`config.mk`:
```
export PLATFORM = sky130hd
export DESIGN_NAME = pipelined_component_counter_multi_flat
export DESIGN_NICKNAME = d
export VERILOG_FILES = /design/src/rtl/pipelined_component_counter_multi_if.sv /design/src/rtl/pipelined_component_counter_multi.sv /design/src/flat_wrapper.sv
export SDC_FILE = /design/constraint.sdc
export NUM_CORES = 2
export LEC_CHECK = 0
export BUFFER_PORTS_ARGS = -buffer_cell sky130_fd_sc_hd__buf_2
export CORE_UTILIZATION = 44
export CTS_CLUSTER_DIAMETER = 120
export CTS_CLUSTER_SIZE = 12
export DETAILED_ROUTE_END_ITERATION = 6
export SETUP_SLACK_MARGIN = 0.15
export SLEW_MARGIN = 20
export SYNTH_ARGS = -nofsm -noshare
export SYNTH_HDL_FRONTEND = slang
export SYNTH_SLANG_ARGS = --single-unit
```
`constraint.sdc`:
```
create_clock -name clk -period 9.1 [get_ports clk]
set_clock_uncertainty 0.15 [all_clocks]
set_input_delay 2.275 -clock clk [delete_from_list [all_inputs] [get_ports clk]]
set_output_delay 2.275 -clock clk [all_outputs]
set_load 0.05 [all_outputs]
```
`src/rtl/pipelined_component_counter_multi_if.sv`:
```
// Graph-feed and result bus of the component counter: valid/ready graph input,
// single-cycle result strobe with count, overflow flag and sideband.
interface pipelined_component_counter_multi_if #(
    parameter int VAR_COUNT        = 7,
    parameter int COUNT_WIDTH      = 6,
    parameter int EXTRA_DATA_WIDTH = 10
);
    logic                          in_valid;
    logic                          in_ready;
    logic [(1 << VAR_COUNT)-1:0]   graph_in;
    logic [EXTRA_DATA_WIDTH-1:0]   extra_in;
    logic                          out_valid;
    logic [COUNT_WIDTH-1:0]        count_out;
    logic                          overflow_out;
    logic [EXTRA_DATA_WIDTH-1:0]   extra_out;

    modport master (
        output in_valid, graph_in, extra_in,
        input  in_ready, out_valid, count_out, overflow_out, extra_out
    );

    modport slave (
        input  in_valid, graph_in, extra_in,
        output in_ready, out_valid, count_out, overflow_out, extra_out
    );
endinterface

```
`src/rtl/pipelined_component_counter_multi.sv`:
```
// Connected-component counter for 2^VAR_COUNT-bit graphs bounded by a top mask.
// LOOP_LATENCY graphs circulate in a slot ring; the head slot takes one step per visit.
module pipelined_component_counter_multi #(
    parameter int VAR_COUNT        = 7,
    parameter int LOOP_LATENCY     = 8,
    parameter int COUNT_WIDTH      = 6,
    parameter int EXTRA_DATA_WIDTH = 10
) (
    input  logic                                 clk,
    input  logic                                 rst,
    input  logic [(1 << VAR_COUNT)-1:0]          top,
    pipelined_component_counter_multi_if.slave   bus,
    output logic [$clog2(LOOP_LATENCY+1)-1:0]    busy_count
);
    localparam int W  = 1 << VAR_COUNT;
    localparam int LL = LOOP_LATENCY;
    localparam int BW = $clog2(LOOP_LATENCY + 1);
    localparam int CW = COUNT_WIDTH;
    localparam int XW = EXTRA_DATA_WIDTH;

    logic [LL-1:0]         slot_vld;
    logic [LL-1:0][W-1:0]  slot_l;
    logic [LL-1:0][W-1:0]  slot_e;
    logic [LL-1:0][CW-1:0] slot_cnt;
    logic [LL-1:0]         slot_ovf;
    logic [LL-1:0][XW-1:0] slot_extra;

    logic          head_done, head_free, finish, accept;
    logic          nxt_vld, nxt_ovf;
    logic [W-1:0]  nxt_l, nxt_e, seed_bit, grow;
    logic [CW-1:0] nxt_cnt;
    logic [XW-1:0] nxt_extra;

    // Bits whose index has variable v cleared.
    function automatic logic [W-1:0] var_mask(input int v);
        logic [W-1:0] m;
        m = '0;
        for (int i = W - 1; i >= 0; i--)
            m = {m[W-2:0], ((i >> v) & 1) == 0};
        return m;
    endfunction

    function automatic logic [W-1:0] up_close(input logic [W-1:0] x);
        logic [W-1:0] r;
        r = x;
        for (int v = 0; v < VAR_COUNT; v++)
            r = r | ((r & var_mask(v)) << (1 << v));
        return r;
    endfunction

    function automatic logic [W-1:0] down_close(input logic [W-1:0] x);
        logic [W-1:0] r;
        r = x;
        for (int v = 0; v < VAR_COUNT; v++)
            r = r | ((r >> (1 << v)) & var_mask(v));
        return r;
    endfunction

    function automatic logic [W-1:0] lowest_bit(input logic [W-1:0] x);
        return x & (~x + W'(1));
    endfunction

    function automatic logic [CW-1:0] sat_inc(input logic [CW-1:0] c);
        return (&c) ? c : c + CW'(1);
    endfunction

    assign head_done    = (slot_e[0] == '0) && (slot_l[0] == '0);
    assign head_free    = !slot_vld[0] || head_done;
    assign finish       = slot_vld[0] && head_done;
    assign accept       = head_free && bus.in_valid && !rst;
    assign bus.in_ready = head_free && !rst;
    assign seed_bit     = lowest_bit(slot_l[0]);
    assign grow         = slot_l[0] & down_close(up_close(slot_e[0]) & top);

    always_comb begin
        nxt_vld   = slot_vld[0];
        nxt_l     = slot_l[0];
        nxt_e     = slot_e[0];
        nxt_cnt   = slot_cnt[0];
        nxt_ovf   = slot_ovf[0];
        nxt_extra = slot_extra[0];
        if (accept) begin
            nxt_vld   = 1'b1;
            nxt_l     = bus.graph_in;
            nxt_e     = '0;
            nxt_cnt   = '0;
            nxt_ovf   = 1'b0;
            nxt_extra = bus.extra_in;
        end else if (finish) begin
            nxt_vld = 1'b0;
        end else if (slot_vld[0]) begin
            if (slot_e[0] == '0) begin
                nxt_e   = seed_bit;
                nxt_l   = slot_l[0] & ~seed_bit;
                nxt_cnt = sat_inc(slot_cnt[0]);
                nxt_ovf = slot_ovf[0] | (&slot_cnt[0]);
            end else begin
                nxt_e = grow;
                nxt_l = slot_l[0] & ~grow;
            end
        end
    end

    // Ring advance: the head result re-enters at the tail, the rest move one step toward the head
    always_ff @(posedge clk) begin
        if (rst) begin
            slot_vld   <= '0;
            busy_count <= '0;
        end else begin
            slot_vld   <= {nxt_vld, slot_vld[LL-1:1]};
            busy_count <= busy_count + BW'(accept && !slot_vld[0]) - BW'(finish && !accept);
        end
    end

    always_ff @(posedge clk) begin
        slot_l     <= {nxt_l, slot_l[LL-1:1]};
        slot_e     <= {nxt_e, slot_e[LL-1:1]};
        slot_cnt   <= {nxt_cnt, slot_cnt[LL-1:1]};
        slot_ovf   <= {nxt_ovf, slot_ovf[LL-1:1]};
        slot_extra <= {nxt_extra, slot_extra[LL-1:1]};
    end

    // Result register: loaded only on FINISH so the last result holds between strobes
    always_ff @(posedge clk) begin
        if (rst) begin
            bus.out_valid    <= 1'b0;
            bus.count_out    <= '0;
            bus.overflow_out <= 1'b0;
            bus.extra_out    <= '0;
        end else begin
            bus.out_valid <= finish;
            if (finish) begin
                bus.count_out    <= slot_cnt[0];
                bus.overflow_out <= slot_ovf[0];
                bus.extra_out    <= slot_extra[0];
            end
        end
    end
endmodule

```
`src/flat_wrapper.sv`:
```
// flat-port wrapper written by rule: the top's interface ports become plain ports
module pipelined_component_counter_multi_flat 
#(
    parameter int VAR_COUNT        = 7,
    parameter int LOOP_LATENCY     = 8,
    parameter int COUNT_WIDTH      = 6,
    parameter int EXTRA_DATA_WIDTH = 10
)
  (clk, rst, top, busy_count, bus_in_valid, bus_graph_in, bus_extra_in, bus_in_ready, bus_out_valid, bus_count_out, bus_overflow_out, bus_extra_out);
  pipelined_component_counter_multi_if #(.VAR_COUNT(VAR_COUNT), .COUNT_WIDTH(COUNT_WIDTH), .EXTRA_DATA_WIDTH(EXTRA_DATA_WIDTH)) bus_i ();
  input  logic clk;
  input  logic rst;
  input  logic [(1 << VAR_COUNT)-1:0] top;
  output logic [$clog2(LOOP_LATENCY+1)-1:0] busy_count;
  input wire logic [$bits(bus_i.in_valid)-1:0] bus_in_valid;
  input wire logic [$bits(bus_i.graph_in)-1:0] bus_graph_in;
  input wire logic [$bits(bus_i.extra_in)-1:0] bus_extra_in;
  output wire logic [$bits(bus_i.in_ready)-1:0] bus_in_ready;
  output wire logic [$bits(bus_i.out_valid)-1:0] bus_out_valid;
  output wire logic [$bits(bus_i.count_out)-1:0] bus_count_out;
  output wire logic [$bits(bus_i.overflow_out)-1:0] bus_overflow_out;
  output wire logic [$bits(bus_i.extra_out)-1:0] bus_extra_out;
  assign bus_i.in_valid = bus_in_valid;
  assign bus_i.graph_in = bus_graph_in;
  assign bus_i.extra_in = bus_extra_in;
  assign bus_in_ready = bus_i.in_ready;
  assign bus_out_valid = bus_i.out_valid;
  assign bus_count_out = bus_i.count_out;
  assign bus_overflow_out = bus_i.overflow_out;
  assign bus_extra_out = bus_i.extra_out;
  pipelined_component_counter_multi #(.VAR_COUNT(VAR_COUNT), .LOOP_LATENCY(LOOP_LATENCY), .COUNT_WIDTH(COUNT_WIDTH), .EXTRA_DATA_WIDTH(EXTRA_DATA_WIDTH)) u_core (.clk(clk), .rst(rst), .top(top), .bus(bus_i), .busy_count(busy_count));
endmodule
```
==> flow_summary.yaml <==
synthesis:
  synth_largest_area_cell: "dfxtp_1"
  syn_inst: 4151
  synth_ff_type: "dfxtp_1"
  mappedNetlistArea_um2: 54900
  syn_nets: 4426
  ys_types: 81
  syn_area_per_cell_um2: 13.2
  synth_seq_cells: 2214
  yosys-top-cells-area: "dfxtp_1 81%, nand2_1 3.1%, nor4_1 1.8%"
  ys_warn_count: 0
  synth_edf_count: 0
  synth_top_area_share_pct: 80.7
  yosys-top-cells-count: "2214 x dfxtp_1, 460 x nand2_1, 169 x nor2_1, 169 x o21ai_0, 155 x nor4_1"
  postSynth.asyncResetShare_pct: 0
  yosysSeqAreaShare_pct: 80.7
  synth_most_common_cell: "dfxtp_1"
setup_path:
  start_kind: "flip-flop"
  worstPathRequired_ns: 6.68
  slowest_delay_ns: 0.98
  r2r_cells: 14
  cp.arrival_ns: 5.25
  crit_type: "flip-flop to output port"
  path_cells: "nor4_2, nand4_1, nor4_1, nand2_4, o21a_2, nor2_1, buf_2"
  slowest_stage: "nor4_1"
  r2r_start: "u_core.slot_e[3]"
  path_max_fanout: 45
  end_kind: "output port"
  rr_endpoint: "u_core.busy_count[3]"
  r2r_slack_ns: 2.67
power_and_ir_drop:
  powerDensity_nw_per_um2: 285
  comb_power_share_pct: 2.2
  p_leak_uw: 0.0274
  pwr-share-seq_pct: 57.6
  peakVddDrop_uv: 204
  p_int_uw: 14400
  power.switching_uw: 3910
  sw_frac_of_total_pct: 21.3
  clock_power_share_pct: 40.3
sta:
  rsz0062_at_grt: "false"
  worst_pin_slew_ns: 1.20
  fmax_ghz: 0.130
  setup_viol: 0
  period_minus_slack_ns: 7.68
  max_slew_margin_pct: 19.7
  slew_violations: 0
  period_share_pct: 84.4
  hold_viol: 0
  final.setup.tns_ns: 0
clocking:
  clock-sinks: 2214
  cts_tree: "built"
  cts_root_buf: "clkbuf_16"
  post-cts-setup-buffers: 0
  cts_buffer_depth: 3
  htreeDepth: 4
  ctsHoldBuffers: 0
  post_cts_resized: 0
  clkLatencyLatePin_ns: 0.85
  path_clk_slew_ns: 0.06
  cts_buffers: 203
floorplan:
  initial_core_util_pct: 44.4
  die_width_um: 355
  num_rows: 129
  die_area_um2: 126000
  io_pins: 292
  dieHeight_um: 355
  core_um2: 124000
job:
  cap_viol_max_count: 0
worst_hold_path:
  hold_end: "u_core.slot_e[766]"
  hp-start: "u_core.slot_e[894]"
  hold_depth: 0
  hold_class: "flip-flop to flip-flop"
global_route:
  grt_pass1_wl_um: 255000
  first_global_vias: 32200
  grt-ovfl-total: 0
  grt_max_degree: 95
  antenna_found_initial: 10
  grt.total_usage_pct: 29.6
route:
  wire_per_inst_um: 30.0
  wl_um: 189000
  drc_errors: 99
  drt.antenna.violating_nets: 0
  vias: 33900
  dr.pass1.iters: 7
  drt-initial-drc-count: 4025
  vias_per_cell: 5.39
place:
  placed_area_um2: 58900
  gp_congestion: 1.03
  dp_cells: 6066
  dp_hpwl_um: 141000
  numPortBuffers: 291
final_layout:
  final_area_um2: 64500
  areaGrowthSynthToFinish_pct: 17.4
  final_cell_count_no_fill: 6299
  nets: 4909
  postLayoutCoreUtil_pct: 52.1
  drive_gt1_share_pct: 14.8
run_status:
  violations: "DRC"
  outcome: "finished with violations"
-- critical path: cells and delay by family, from the launching register on --
family | cells | cell delay [ns]
buffers and inverters | 1 | 0.28
flip-flops | 1 | 0.51
AND/OR/NAND/NOR | 5 | 3.14
AO/OA/AOI/OAI | 1 | 0.44
-- worst max-delay path by stage --
stage | startpoint | cells past startpoint | end
2_1_floorplan | u_core.slot_l[19] | 9 | bus_in_ready
3_3_place_gp | u_core.slot_e[3] | 7 | bus_in_ready
3_5_place_dp | u_core.slot_e[3] | 7 | bus_in_ready
4_1_cts | u_core.slot_e[3] | 7 | bus_in_ready
5_1_grt | u_core.slot_e[3] | 7 | bus_in_ready
6_report | u_core.slot_e[3] | 7 | bus_in_ready
-- state kept, by name (all words and copies together), names as in the netlist --
name	cells
u_core.slot_ovf	8
u_core.slot_extra	80
u_core.busy_count	4
u_core.bus.overflow_out	1
u_core.slot_cnt	48
u_core.slot_e	1024
u_core.bus.out_valid	1
u_core.bus.count_out	6
u_core.slot_l	1024
u_core.slot_vld	8
u_core.bus.extra_out	10
-- logic make-up (layout without fill, tap and decap cells) --
| logic type | count (synthesis) | in the layout | synth area share (%) |
|---|---|---|---|
| AO/OA/AOI/OAI | 554 | 554 | 6.88 |
| XOR/XNOR | 4 | 4 | 0.0638 |
| adder cells (fa/ha/maj) | 6 | 6 | 0.150 |
| buffers and inverters | 148 | 649 | 1.07 |
| flip-flops | 2214 | 2214 | 80.7 |
| multiplexers | 3 | 3 | 0.0547 |
| other | 0 | 10 | 0 |
| AND/OR/NAND/NOR | 1222 | 1222 | 11.1 |
-- area by class of cell --
class / count / area (µm²)
tap: 1637 / 2050
antenna: 10 / 25.0
clock inverter: 18 / 463
multi-input combinational: 1789 / 10200
inverter: 37 / 139
sequential: 2214 / 44300
fill: 10600 / 59300
timing repair buffer: 389 / 2200
clock buffer: 205 / 5090
-- placed cells by master, fill, tap and decap left out, types with 80 or more instances in the layout --
cell type,Yosys,routed
buf_2,17,291
nor2_1,169,167
nor4_1,155,145
nor3_1,102,101
nand4_1,99,99
clkbuf_16,0,203
a21oi_1,82,80
o21ai_0,169,167
buf_4,0,97
dfxtp_1,2214,2214
nand2_1,460,458
-- routing by layer --
layer / vias up / wire length, µm / global-route usage [%]
met2: 1689 / 77000 / 41.6
met4: 2 / 8600 / 13.2
li1: 15200 / - / -
met1: 16700 / 87500 / 43.1
met5: - / 13 / 0
met3: 376 / 15600 / 6.88
-- per-stage QoR --
step                      hold WS, ns  power, µW  setup slack, ns
after global placement          0.160      11100             2.75
after global routing            0.138      19000             1.31
after detailed placement        0.162      11100             2.44
final                           0.132      18300             1.42
after floorplan                 0.160      10800             3.13
after CTS                       0.125      18500             1.51
-- power groups by stage --
stage | combinational, µW | clock, µW | sequential (µW)
global placement | 384 | 0 | 10700
floorplan | 167 | 0 | 10600
global route | 417 | 7950 | 10600
CTS | 387 | 7550 | 10600
detailed placement | 383 | 0 | 10800
finish | 396 | 7390 | 10600
No activity file was read; power rests on OpenSTA's default activity.
